<file path="src/rtl/pll_reset_seq.sv">
// PLL lock filter and system reset sequencer, clocked from the PLL reference.
// Optional lock-timeout watchdog enabled by defining PLL_SEQ_WATCHDOG_EN.
module pll_reset_seq #(
  parameter int LOCK_FILTER_CYCLES = 1024,
  parameter int RESET_HOLD_CYCLES  = 16,
  parameter int TIMEOUT_CYCLES     = 65536,
  parameter int PLL_RESET_CYCLES   = 16
) (
  input  logic       clock,
  input  logic       reset_n,
  input  logic       locked,
  input  logic       sw_reset_req,
  output logic       pll_resetb,
  output logic       rst_out_n,
  output logic       ready,
  output logic [7:0] lock_loss_count,
  output logic [7:0] timeout_count,
  output logic [1:0] state
);

  localparam int FW = (LOCK_FILTER_CYCLES > 1) ?
    $clog2(LOCK_FILTER_CYCLES) : 1;
  localparam int HW = (RESET_HOLD_CYCLES > 1) ?
    $clog2(RESET_HOLD_CYCLES) : 1;
  localparam logic [FW-1:0] FMAX = FW'(LOCK_FILTER_CYCLES - 1);
  localparam logic [HW-1:0] HMAX = HW'(RESET_HOLD_CYCLES - 1);

  if (LOCK_FILTER_CYCLES < 1 || RESET_HOLD_CYCLES < 1 ||
      TIMEOUT_CYCLES < 1 || PLL_RESET_CYCLES < 1) begin : g_bad
    $error("pll_reset_seq: cycle parameters must be >= 1");
  end

  typedef enum logic [1:0] {
    WAIT_LOCK = 2'd0,
    FILTER    = 2'd1,
    HOLD      = 2'd2,
    RUN       = 2'd3
  } state_t;

  state_t cur;
  state_t nxt;

  logic          rst_meta;
  logic          rst_n_int;
  logic          lock_meta;
  logic          lock_s;
  logic          pll_ok;
  logic          loss_inc;
  logic [FW-1:0] filt_cnt;
  logic [FW-1:0] filt_nxt;
  logic [HW-1:0] hold_cnt;
  logic [HW-1:0] hold_nxt;

  // Assert asynchronously, release on the clock.
  always_ff @(posedge clock or negedge reset_n) begin
    if (!reset_n) begin
      rst_meta  <= 1'b0;
      rst_n_int <= 1'b0;
    end else begin
      rst_meta  <= 1'b1;
      rst_n_int <= rst_meta;
    end
  end

  always_ff @(posedge clock or negedge rst_n_int) begin
    if (!rst_n_int) begin
      lock_meta <= 1'b0;
      lock_s    <= 1'b0;
    end else begin
      lock_meta <= locked;
      lock_s    <= lock_meta;
    end
  end

  always_comb begin
    nxt      = cur;
    filt_nxt = filt_cnt;
    hold_nxt = hold_cnt;
    loss_inc = 1'b0;
    unique case (cur)
      WAIT_LOCK: begin
        filt_nxt = '0;
        if (lock_s && pll_ok) nxt = FILTER;
      end
      FILTER: begin
        if (!lock_s) begin
          nxt = WAIT_LOCK;
        end else if (filt_cnt == FMAX) begin
          nxt      = HOLD;
          hold_nxt = '0;
        end else begin
          filt_nxt = filt_cnt + 1'b1;
        end
      end
      HOLD: begin
        if (!lock_s) begin
          nxt = WAIT_LOCK;
        end else if (hold_cnt == HMAX) begin
          nxt = RUN;
        end else begin
          hold_nxt = hold_cnt + 1'b1;
        end
      end
      RUN: begin
        if (!lock_s) begin
          nxt      = WAIT_LOCK;
          loss_inc = 1'b1;
        end else if (sw_reset_req) begin
          nxt      = HOLD;
          hold_nxt = '0;
        end
      end
    endcase
  end

  always_ff @(posedge clock or negedge rst_n_int) begin
    if (!rst_n_int) begin
      cur             <= WAIT_LOCK;
      filt_cnt        <= '0;
      hold_cnt        <= '0;
      rst_out_n       <= 1'b0;
      ready           <= 1'b0;
      lock_loss_count <= '0;
    end else begin
      cur       <= nxt;
      filt_cnt  <= filt_nxt;
      hold_cnt  <= hold_nxt;
      rst_out_n <= (nxt == RUN);
      ready     <= (nxt == RUN);
      if (loss_inc && lock_loss_count != 8'hff)
        lock_loss_count <= lock_loss_count + 8'd1;
    end
  end

  assign state = cur;

`ifdef PLL_SEQ_WATCHDOG_EN
  localparam int TW = (TIMEOUT_CYCLES > 1) ?
    $clog2(TIMEOUT_CYCLES) : 1;
  localparam int PW = (PLL_RESET_CYCLES > 1) ?
    $clog2(PLL_RESET_CYCLES) : 1;
  localparam logic [TW-1:0] TMAX = TW'(TIMEOUT_CYCLES - 1);
  localparam logic [PW-1:0] PMAX = PW'(PLL_RESET_CYCLES - 1);

  logic [TW-1:0] wait_cnt;
  logic [PW-1:0] pulse_cnt;

  // Lock is ignored while the PLL is being held in reset.
  always_ff @(posedge clock or negedge rst_n_int) begin
    if (!rst_n_int) begin
      wait_cnt      <= '0;
      pulse_cnt     <= '0;
      pll_resetb    <= 1'b1;
      timeout_count <= '0;
    end else if (!pll_resetb) begin
      if (pulse_cnt == PMAX) begin
        pll_resetb <= 1'b1;
        pulse_cnt  <= '0;
      end else begin
        pulse_cnt <= pulse_cnt + 1'b1;
      end
    end else if (cur != WAIT_LOCK || nxt != WAIT_LOCK) begin
      wait_cnt <= '0;
    end else if (wait_cnt == TMAX) begin
      wait_cnt   <= '0;
      pll_resetb <= 1'b0;
      if (timeout_count != 8'hff)
        timeout_count <= timeout_count + 8'd1;
    end else begin
      wait_cnt <= wait_cnt + 1'b1;
    end
  end

  assign pll_ok = pll_resetb;
`else
  assign pll_resetb    = 1'b1;
  assign timeout_count = '0;
  assign pll_ok        = 1'b1;
`endif

endmodule

</file>
<file path="config.mk">
export PLATFORM = sky130hd
export DESIGN_NAME = pll_reset_seq
export DESIGN_NICKNAME = d
export VERILOG_FILES = /design/src/rtl/pll_reset_seq.sv
export SDC_FILE = /design/constraint.sdc
export NUM_CORES = 1
export LEC_CHECK = 0
export CELL_PAD_IN_SITES_DETAIL_PLACEMENT = 1
export CELL_PAD_IN_SITES_GLOBAL_PLACEMENT = 1
export CORE_MARGIN = 5
export CORE_UTILIZATION = 44
export CTS_CLUSTER_DIAMETER = 40
export DETAILED_ROUTE_END_ITERATION = 10
export PLACE_DENSITY = 0.89
export SLEW_MARGIN = 20
export SYNTH_ARGS = -nofsm -noshare
export SYNTH_HDL_FRONTEND = slang
export SYNTH_SLANG_ARGS = --single-unit
export TNS_END_PERCENT = 10
</file>
<file path="constraint.sdc">
create_clock -name clock -period 1.63 [get_ports clock]
set_input_delay 0.4075 -clock clock [delete_from_list [all_inputs] [get_ports clock]]
set_output_delay 0.4075 -clock clock [all_outputs]
set_load 0.03 [all_outputs]
</file>
==> summary.md <==
| Metric | Value |
|---|---|
| Final setup viols | `0` |
| Die ar. | `4730 um2` |
| Initial antenna violation count | `0` |
| Ports | `25` |
| Fillers | `388` |
| CTS tree | `done` |
| DIE WIDTH | `68.8 um` |
| Reg power frac | `54.1%` |
| Logic pwr share | `7.8%` |
| Final Skew | `0.00858 ns` |
| Sw power | `0.000357 W` |
| Core area | `3340 um2` |
| GP Congestion | `0.842` |
| Iter 0 DRT Violations | `38` |
| Vias in the first global route | `1,357` |
| Clk network pwr share | `38.1%` |
| Num rows | `21` |
| RSZ-0062 raised after global routing | `true` |
| WP data required | `1.90 ns` |
| Status | `completed` |
| Gate Count Post-Synth | `143` |
| Commonest non-fill, non-tap cell in the layout | `dfrtp_1` |
| Critical path origin | `state[0]` |
| Post-synthesis sequential area ratio | `47.7%` |
| Wirelength per Cell | `17.0 um` |
| Fin util | `57.0%` |
| Number of synthesized flops with an enable pin | `0` |
| TritonCTS buffer count | `5` |
| Grt ovf | `0` |
| CTS Hold Buffers Added | `0` |
| Synthesized cell area | `1520 um2` |
| Number of nets in the layout | `187` |
| Post-route DRC | `0` |
| Worst hold path type | `in2async` |
| Max H-tree Level | `2` |
| Period utilization | `99.8%` |
| Dpl cells | `216` |
| Clk slew on worst S/H paths | `0.10 ns` |
| DR vias/cell | `5.45` |
| Largest net degree at the start of global routing | `28` |
| Global Route Usage Sum | `19.3%` |
| Clock buffer depth | `2` |
| Most frequent cells in the layout | `28 x dfrtp_1, 21 x buf_4, 11 x nand2_1, 11 x nand3_1, 10 x conb_1` |
| Pint | `0.00101 W` |
| Ys async rst share | `100%` |
| Final Max Slew Viols | `0` |
| Non-Filler Instances | `227` |
| Mean Syn Cell Area | `10.6 um2` |
| Min Clock Period, post-route | `1.63 ns` |
| # diodes | `0` |
| Final wirelength | `3860 um` |
| Max Cap Viol | `0` |
| ANT nets after route | `0` |
| Net Sw Frac | `26.0%` |
| Post-synth cell types | `42` |
| Peak VDD IR | `0.000605 V` |
| Fmax | `0.615 GHz` |
| Worst Setup Start Kind | `flip-flop` |
| Yosys reg bits | `29` |
| PwrDens | `720 nW/um2` |
| Ys flop type | `dfrtp_1` |
| Via count | `1,238` |
| Wire length of the first global-routing pass | `6530 um` |
| Worst r2r src | `state[0]` |
| Root Driver | `clkbuf_4` |
| WP data arrival | `1.89 ns` |
| Input/output buffers | `15` |
| Setup CP Type | `reg2reg` |
| CP Max Fanout | `6` |
| Leak | `0.919 nW` |
| Crit. End Element | `flip-flop` |
| Hpwl dp | `2810 um` |
| Initial Utilization | `45.6%` |
| DRT Pass-1 Iters | `5` |
| Die Ht | `68.8 um` |
| Hold Fails Final Rpt | `0` |
| Synth warnings | `0` |
| Synthesis-to-layout area growth | `25.0%` |
| Proportion of layout cells with a drive suffix above 1 | `26.5%` |
| Clock sinks | `29` |
| Clock Latency Late Sink | `0.34 ns` |
-- synth_stat cells, types with 2 or more instances --
| cell | instances | share of area [%] |
|---|---|---|
| and3_1 | 4 | 1.6 |
| nor2_1 | 7 | 1.7 |
| or3_1 | 2 | 0.82 |
| o21ai_0 | 3 | 0.99 |
| nor4b_1 | 2 | 1.2 |
| nor3b_1 | 2 | 0.99 |
| ha_1 | 3 | 2.5 |
| mux2_2 | 2 | 1.5 |
| inv_1 | 3 | 0.74 |
| dfrtp_1 | 29 | 48 |
| o311ai_0 | 4 | 2.3 |
| nand2b_1 | 2 | 0.82 |
| o211ai_1 | 2 | 0.99 |
| o21ai_2 | 2 | 1.2 |
| nand2_1 | 11 | 2.7 |
| a21oi_1 | 7 | 2.3 |
| nand3_1 | 11 | 3.6 |
| a211o_1 | 2 | 1.2 |
| xnor2_1 | 2 | 1.2 |
| buf_4 | 10 | 4.9 |
| conb_1 | 2 | 0.49 |
| xor2_1 | 7 | 4.0 |
| nor3_1 | 5 | 1.6 |
-- critical path, stage by stage (launching register included) --
cell and delay, ns:
dfrtp_1 0.46, buf_4 0.18, and3b_1 0.21, o21ai_4 0.09, buf_4 0.15, nor3_1 0.27
xor2_1 0.20
-- flip-flops by register name, summed over array words and instances, names as in the netlist --
register and cells:
filt_cnt 10, lock_loss_count 8, hold_cnt 4, state 2, lock_meta 1, lock_s 1, ready 1, rst_meta 1
rst_n_int 1
-- worst paths after layout --
| check | end | slack, ns | cells past startpoint |
|---|---|---|---|
| min in group clock | rst_n_int | 0.37 | 0 |
| worst min-delay path | rst_meta | 0.22 | 1 |
| worst max-delay path | lock_loss_count[7] | 0.003 | 6 |
| worst min register to register | filt_cnt[8] | 0.24 | 1 |
| max in group asynchronous | lock_loss_count[0] | 1.10 | 1 |
| worst max register to register | lock_loss_count[7] | 0.003 | 6 |
-- metal layers --
layer  global-route usage [%]  share of wire (%)
met1                     20.5                 39
met3                     6.32                3.6
met5                        0                  0
met2                     34.2                 55
met4                     9.00                2.4
-- cell type report --
class	count	area (um2)	area share, %
repair buffers	35	277	14.5
inverters	3	11.3	0.592
clock buffers	7	65.1	3.42
multi-input cells	106	759	39.9
well taps	46	57.6	3.03
clock inverters	1	5.00	0.263
flip-flops and latches	29	727	38.2
-- repair_timing --
action | 4_1_cts | 5_1_grt
hold endpoints to repair | 0 | 0
endpoints found under the setup margin | 18 | 20
pin swaps | 4 | 5
buffers inserted | 0 | 3
resized for setup | 15 | 15
-- metrics by stage --
stage	setup WS (ns)	TNS, ns	instance area [um2]	hold slack, ns	total power (W)
floorplan	0.00426	0	1550	0.112	0.000833
global placement	-0.0903	-0.191	1790	0.245	0.000849
detailed placement	-0.159	-0.669	1790	0.264	0.000856
CTS	-0.000749	-0.000749	1860	0.210	0.00138
global route	-0.0686	-0.245	1900	0.215	0.00143
finish	0.00317	0	1900	0.225	0.00137
-- power by group through the flow --
stage / clock network, W / logic (W) / registers, W
floorplan: 0 / 0.0000690 / 0.000764
global placement: 0 / 0.0000972 / 0.000752
detailed placement: 0 / 0.000102 / 0.000754
CTS: 0.000533 / 0.000104 / 0.000740
global route: 0.000564 / 0.000118 / 0.000743
finish: 0.000522 / 0.000107 / 0.000741
-- kinds of logic after synthesis --
family	after synthesis	synth area share (%)
AO/OA/AOI/OAI	25	12.9
XOR/XNOR	9	5.18
adder cells (fa/ha/maj)	3	2.47
buffers and inverters	16	6.99
flip-flops	29	47.7
multiplexers	2	1.48
other	2	0.494
AND/OR/NAND/NOR	57	22.8
No activity file was read; power rests on OpenSTA's default activity.
